<file path="src/rtl/cpu_csr_seq.sv">
// cpu_csr_seq: CSR port sequencer for instruction CSR ops, trap entry and sret
// Ports: clk, rst_n (async active-low); inst_req/op/addr/wdata -> inst_ack/rdata;
//        trap_req/sret_req with trap_cause/epc/tval -> done/target_pc; priv, busy;
//        csr_addr/csr_wdata/csr_wr/csr_rdata drive the shared CSR file port.
// Optional: define CSR_SEQ_VECTORED_EN to enable vectored interrupt targets.
module cpu_csr_seq (
   input  logic        clk,
   input  logic        rst_n,
   input  logic        inst_req,
   input  logic [1:0]  inst_op,
   input  logic [11:0] inst_addr,
   input  logic [31:0] inst_wdata,
   output logic        inst_ack,
   output logic [31:0] inst_rdata,
   input  logic        trap_req,
   input  logic        sret_req,
   input  logic [31:0] trap_cause,
   input  logic [31:0] trap_epc,
   input  logic [31:0] trap_tval,
   output logic        done,
   output logic [31:0] target_pc,
   output logic        priv,
   output logic        busy,
   output logic [11:0] csr_addr,
   output logic [31:0] csr_wdata,
   output logic        csr_wr,
   input  logic [31:0] csr_rdata
);
   typedef enum logic [3:0] {
      IDLE, I_RD, I_WR, T_EPC, T_CAUSE, T_TVAL, T_SRD, T_SWR, T_VEC,
      R_SRD, R_SWR, R_EPC, DONE
   } state_t;
   state_t state, nxt;
   logic [1:0]  op;
   logic [11:0] addr;
   logic [31:0] wdata, cause, epc, tval, sts, vec_pc;
`ifdef CSR_SEQ_VECTORED_EN
   assign vec_pc = (csr_rdata[1:0] == 2'b01 && cause[31]) ?
                   {csr_rdata[31:2], 2'b00} + {cause[29:0], 2'b00} :
                   {csr_rdata[31:2], 2'b00};
`else
   assign vec_pc = {csr_rdata[31:2], 2'b00};
`endif
   always_comb begin
      nxt = IDLE;
      case (state)
         IDLE:    nxt = trap_req ? T_EPC : sret_req ? R_SRD : inst_req ? I_RD : IDLE;
         I_RD:    nxt = I_WR;
         T_EPC:   nxt = T_CAUSE;
         T_CAUSE: nxt = T_TVAL;
         T_TVAL:  nxt = T_SRD;
         T_SRD:   nxt = T_SWR;
         T_SWR:   nxt = T_VEC;
         T_VEC:   nxt = DONE;
         R_SRD:   nxt = R_SWR;
         R_SWR:   nxt = R_EPC;
         R_EPC:   nxt = DONE;
         default: nxt = IDLE;
      endcase
   end
   // sstatus bits: SIE[1], SPIE[5], SPP[8]
   always_comb begin
      csr_addr  = '0;
      csr_wdata = '0;
      csr_wr    = 1'b0;
      case (state)
         I_RD: csr_addr = addr;
         I_WR: begin
            csr_addr  = addr;
            csr_wdata = !op[1] ? wdata : !op[0] ? (inst_rdata | wdata) : (inst_rdata & ~wdata);
            csr_wr    = !op[1] || |wdata;
         end
         T_EPC:   begin csr_addr = 12'h141; csr_wdata = epc;   csr_wr = 1'b1; end
         T_CAUSE: begin csr_addr = 12'h142; csr_wdata = cause; csr_wr = 1'b1; end
         T_TVAL:  begin csr_addr = 12'h143; csr_wdata = tval;  csr_wr = 1'b1; end
         T_SRD, R_SRD: csr_addr = 12'h100;
         T_SWR: begin
            csr_addr  = 12'h100;
            csr_wdata = {sts[31:9], priv, sts[7:6], sts[1], sts[4:2], 1'b0, sts[0]};
            csr_wr    = 1'b1;
         end
         R_SWR: begin
            csr_addr  = 12'h100;
            csr_wdata = {sts[31:9], 1'b0, sts[7:6], 1'b1, sts[4:2], sts[5], sts[0]};
            csr_wr    = 1'b1;
         end
         T_VEC: csr_addr = 12'h105;
         R_EPC: csr_addr = 12'h141;
         default: ;
      endcase
   end
   always_ff @(posedge clk or negedge rst_n) begin
      if (!rst_n) begin
         state      <= IDLE;
         inst_ack   <= 1'b0;
         done       <= 1'b0;
         busy       <= 1'b0;
         inst_rdata <= '0;
         target_pc  <= '0;
         priv       <= 1'b1;
         op         <= '0;
         addr       <= '0;
         wdata      <= '0;
         cause      <= '0;
         epc        <= '0;
         tval       <= '0;
         sts        <= '0;
      end else begin
         state    <= nxt;
         inst_ack <= nxt == I_WR;
         done     <= nxt == DONE;
         busy     <= nxt != IDLE;
         // operands only matter on the accepting edge, so sampling every idle cycle is harmless
         if (state == IDLE) begin
            op    <= inst_op;
            addr  <= inst_addr;
            wdata <= inst_wdata;
            cause <= trap_cause;
            epc   <= trap_epc;
            tval  <= trap_tval;
         end
         if (state == I_RD) inst_rdata <= csr_rdata;
         if (state == T_SRD || state == R_SRD) sts <= csr_rdata;
         if (state == T_SWR) priv <= 1'b1;
         if (state == R_SWR) priv <= sts[8];
         if (state == T_VEC) target_pc <= vec_pc;
         if (state == R_EPC) target_pc <= {csr_rdata[31:2], 2'b00};
      end
   end
endmodule

</file>
<file path="config.mk">
export PLATFORM = sky130hd
export DESIGN_NAME = cpu_csr_seq
export DESIGN_NICKNAME = d
export VERILOG_FILES = /design/src/rtl/cpu_csr_seq.sv
export SDC_FILE = /design/constraint.sdc
export NUM_CORES = 1
export LEC_CHECK = 0
export CAP_MARGIN = 10
export CORE_AREA = 5 5 133 261
export DETAILED_ROUTE_END_ITERATION = 8
export DIE_AREA = 0 0 138 266
export HOLD_SLACK_MARGIN = 0.12
export PLACE_DENSITY = 0.69
export SYNTH_ARGS = -nofsm -noshare
export SYNTH_HDL_FRONTEND = slang
export SYNTH_SLANG_ARGS = --single-unit
</file>
<file path="constraint.sdc">
create_clock -name clk -period 4.4 [get_ports clk]
set_input_delay 0.66 -clock clk [delete_from_list [all_inputs] [get_ports clk]]
set_output_delay 0.66 -clock clk [all_outputs]
set_load 0.02 [all_outputs]
</file>
==> impl_summary.txt <==
----------------------------------------------------
[Cells and area]
  Most common library cell in the layout ignoring fill and taps ... sky130_fd_sc_hd__clkdlybuf4s50_1
  Final core utilization ... 0.467
  Final nets ... around 1.3k
  Fraction of final layout cells sized beyond drive strength 1 ... 0.222
  Area overhead of the layout relative to synthesis ... 39.5%
  Number of filler instances in the final layout ... 3,029
  Leading cell types in the layout, fill and taps excluded ... sky130_fd_sc_hd__clkdlybuf4s50_1 (288), sky130_fd_sc_hd__dfrtp_1 (242), sky130_fd_sc_hd__mux2_2 (176)

[Placed design]
  Place WS ... 766 ps
  Placer Congestion ... 0.792
  Estimated wirelength of the detail-placed design ... 25.2 mm
  # port buffers ... approximately 290

[STA]
  Final slew viol count ... 0
  RSZ-0062 raised after global routing ... no
  Worst-margin pin slew ... 1170 ps
  Worst clock skew ... 12.7 ps
  Fmax ... 234 MHz
  Max-Slew Margin vs Limit ... 0.220
  Share of the cycle needed by the critical path after routing ... 0.970
  Least setup slack across all paths after layout ... roughly 130 ps
  Crit path time final ... 4270 ps
  Final setup vio count ... 0
  Setup TNS after final layout ... 0 ps
  Final hold violation count ... 0

[Synth]
  Async S/R FF share, synth ... 1.00
  Netlist area before placement ... roughly 11,000 um2
  Avg Synthesized Cell Area ... 13.2 um2
  Area share of the leading cell type in the synthesized netlist ... 0.562
  Proportion of synthesized chip area in sequential cells ... 0.564
  Predominant post-synthesis flop cell ... sky130_fd_sc_hd__dfrtp_1
  Top post-synthesis cells by area ... sky130_fd_sc_hd__dfrtp_1 (56%), sky130_fd_sc_hd__mux2_2 (18%), sky130_fd_sc_hd__mux2_1 (6.0%)
  Count of yosys warnings during synthesis ... 0
  Count of distinct cell types in the synthesized netlist ... 48
  Number of enable-type register cells in the synthesized netlist ... 0
  Flops & latches, synth ... 244
  Most area-hungry cell type in the Yosys netlist ... sky130_fd_sc_hd__dfrtp_1
  Gate Count Post-Synth ... 821

[Power]
  PD cells ... 825 nW/um2
  Total power of the final layout ... 12.5 mW
  Maximum resistive drop on vdd ... 0.000515 V
  Total leakage power ... 6.39 nW

[Clock tree]
  Number of setup buffers added after CTS ... 0
  # H-tree levels ... 1
  TritonCTS clock tree ... done
  Hold buffer count at cts ... 0
  Worst-case clock buffer depth ... 3
  Clock network latency to the later pin of the worst-skew pair ... 530 ps
  Clock buffers created by TritonCTS ... 24
  Root buffer cell ... sky130_fd_sc_hd__clkbuf_16
  Clock transition at the register clock pins on the worst setup and hold paths after CTS ... 70 ps
  Resized Gates After CTS ... 0
  Clk sinks ... 244

[Route]
  Routed via count ... 8,129
  Routed length per instance ... approximately 23 um
  Count of TritonRoute iterations in the first routing pass ... 9
  Average via count per standard cell ... around 5.2
  Total wire length after detailed routing ... 35.8 mm
  Antenna violation net count after detailed routing ... 0
  DRC ... 0
  Number of DRC violations after detailed-routing iteration 0 ... 529

[Die]
  Core area ... 32,300 um2
  Initial Utilization ... 0.335
  Die Y-Extent ... ~270 um
  Total die area ... 36,700 um2
  Num rows ... 93
  Chip width ... about 140 um
  Number of primary I/O pins ... 292

[Global route]
  GR Util All Layers ... 0.188
  Initial antenna violation count ... 12
  Maximum number of pins on one net before global-route repair ... 94
  Gr ovfl total ... 0
  Number of global-route vias before repair ... 8,762
  First-pass GRT wire length ... 53.7 mm

[Critical path]
  Startpoint kind of the worst setup timing path ... flop
  Data required time at the worst endpoint ... 3740 ps
  CP endpoint kind ... output port
  CP max FO ... 23
  Crit path kind ... reg2out
  Data arrival time of the critical path ... 3610 ps

[Status]
  Run status ... finished, final reports clean

[Hold path]
  Class of the tightest hold or removal check ... in2async

[Flow run]
  Maxcap violations ... 0

----------------------------------------------------
critical path, cell delays in order, from the launching register on:
cell and delay [ps]:
sky130_fd_sc_hd__dfrtp_1 820, sky130_fd_sc_hd__nor4b_2 930, sky130_fd_sc_hd__buf_4 370, sky130_fd_sc_hd__a222oi_1 130, sky130_fd_sc_hd__inv_1 80, sky130_fd_sc_hd__a211o_1 90
sky130_fd_sc_hd__clkdlybuf4s50_1 660
routing by layer:
| layer | vias to the layer above | global-route usage | share of wire | routed length [um] |
|---|---|---|---|---|
| li1 | 3565 | - | - | - |
| met1 | 4168 | 0.204 | 0.36 | 12800 |
| met2 | 310 | 0.348 | 0.55 | 19600 |
| met3 | 82 | 0.0314 | 0.049 | 1760 |
| met4 | 4 | 0.0978 | 0.046 | 1650 |
| met5 | - | 0 | 0.00075 | 27 |
kinds of logic (layout without fill, tap and decap cells):
group	Yosys count	count (layout)	share of synthesized area
other	1	14	0.000347
AND/OR/NAND/NOR	116	116	0.0617
buffers and inverters	95	387	0.0393
AO/OA/AOI/OAI	130	130	0.0898
adder cells (fa/ha/maj)	1	1	0.000925
multiplexers	234	234	0.243
flip-flops	244	244	0.564
metrics by stage:
step / hold slack [ps] / std cells / instance area [um2]
after floorplan: 364 / 822 / 10800
after global placement: 458 / 1497 / 14200
after detailed placement: 470 / 1497 / 14200
after CTS: 145 / 1541 / 15100
after global routing: 148 / 1551 / 15100
final: 134 / 1553 / 15100
Yosys cell counts, types with 2 or more instances:
library cell and number:
sky130_fd_sc_hd__dfrtp_1 243, sky130_fd_sc_hd__mux2_2 176, sky130_fd_sc_hd__mux2_1 58, sky130_fd_sc_hd__a21oi_1 42
sky130_fd_sc_hd__nand2_1 38, sky130_fd_sc_hd__inv_1 37, sky130_fd_sc_hd__a222oi_1 32, sky130_fd_sc_hd__a211o_1 29
sky130_fd_sc_hd__nand3b_1 29, sky130_fd_sc_hd__buf_2 28, sky130_fd_sc_hd__clkbuf_1 19, sky130_fd_sc_hd__nor2_1 11
sky130_fd_sc_hd__buf_4 9, sky130_fd_sc_hd__o21ai_0 9, sky130_fd_sc_hd__and2_1 8, sky130_fd_sc_hd__nor4_1 7
sky130_fd_sc_hd__nor2b_1 4, sky130_fd_sc_hd__a31oi_1 3, sky130_fd_sc_hd__nand2b_1 3, sky130_fd_sc_hd__buf_1 2
sky130_fd_sc_hd__nand4_1 2, sky130_fd_sc_hd__nor4b_1 2, sky130_fd_sc_hd__nor4bb_1 2, sky130_fd_sc_hd__o21a_1 2
sky130_fd_sc_hd__o31ai_1 2, sky130_fd_sc_hd__o32a_1 2
report_power, final:
part	switching [mW]	internal [mW]
Combinational	2.92	3.05
Sequential	0.850	3.42
Clock	0.907	1.32
sequential cells by signal, summed over array words and instances (netlist names), 2 cells and up:
| register | cells |
|---|---|
| op | 2 |
| inst_rdata | 32 |
| wdata | 32 |
| sts | 32 |
| tval | 32 |
| cause | 32 |
| epc | 32 |
| addr | 12 |
| target_pc | 30 |
| state | 4 |
area by class of cell:
type | instances | area (um2) | share of cell area
Clock inverter | 9 | 125 | 0.00829
Multi-Input combinational cell | 483 | 4360 | 0.289
Clock buffer | 35 | 723 | 0.0479
Timing Repair Buffer | 306 | 3080 | 0.204
Inverter | 37 | 139 | 0.00920
Sequential cell | 244 | 6110 | 0.405
Tap cell | 427 | 534 | 0.0354
Antenna cell | 12 | 30.0 | 0.00199
final timing paths:
path / from / cells past startpoint / to / slack [ps]
max in group asynchronous: rst_n / 2 / epc[23]$_DFFE_PN0P_ / 3260
min in group clk: addr[7]$_DFFE_PN0P_ / 1 / addr[7]$_DFFE_PN0P_ / 480
worst min register to register: addr[7]$_DFFE_PN0P_ / 1 / addr[7]$_DFFE_PN0P_ / 480
worst max register to register: state[3]$_DFF_PN0_ / 3 / target_pc[7]$_DFFE_PN0P_ / 1460
worst max-delay path: state[2]$_DFF_PN0_ / 6 / csr_wdata[13] / 130
worst min-delay path: rst_n / 1 / target_pc[3]$_DFFE_PN0P_ / 130
(Power assumes the default switching activity.)
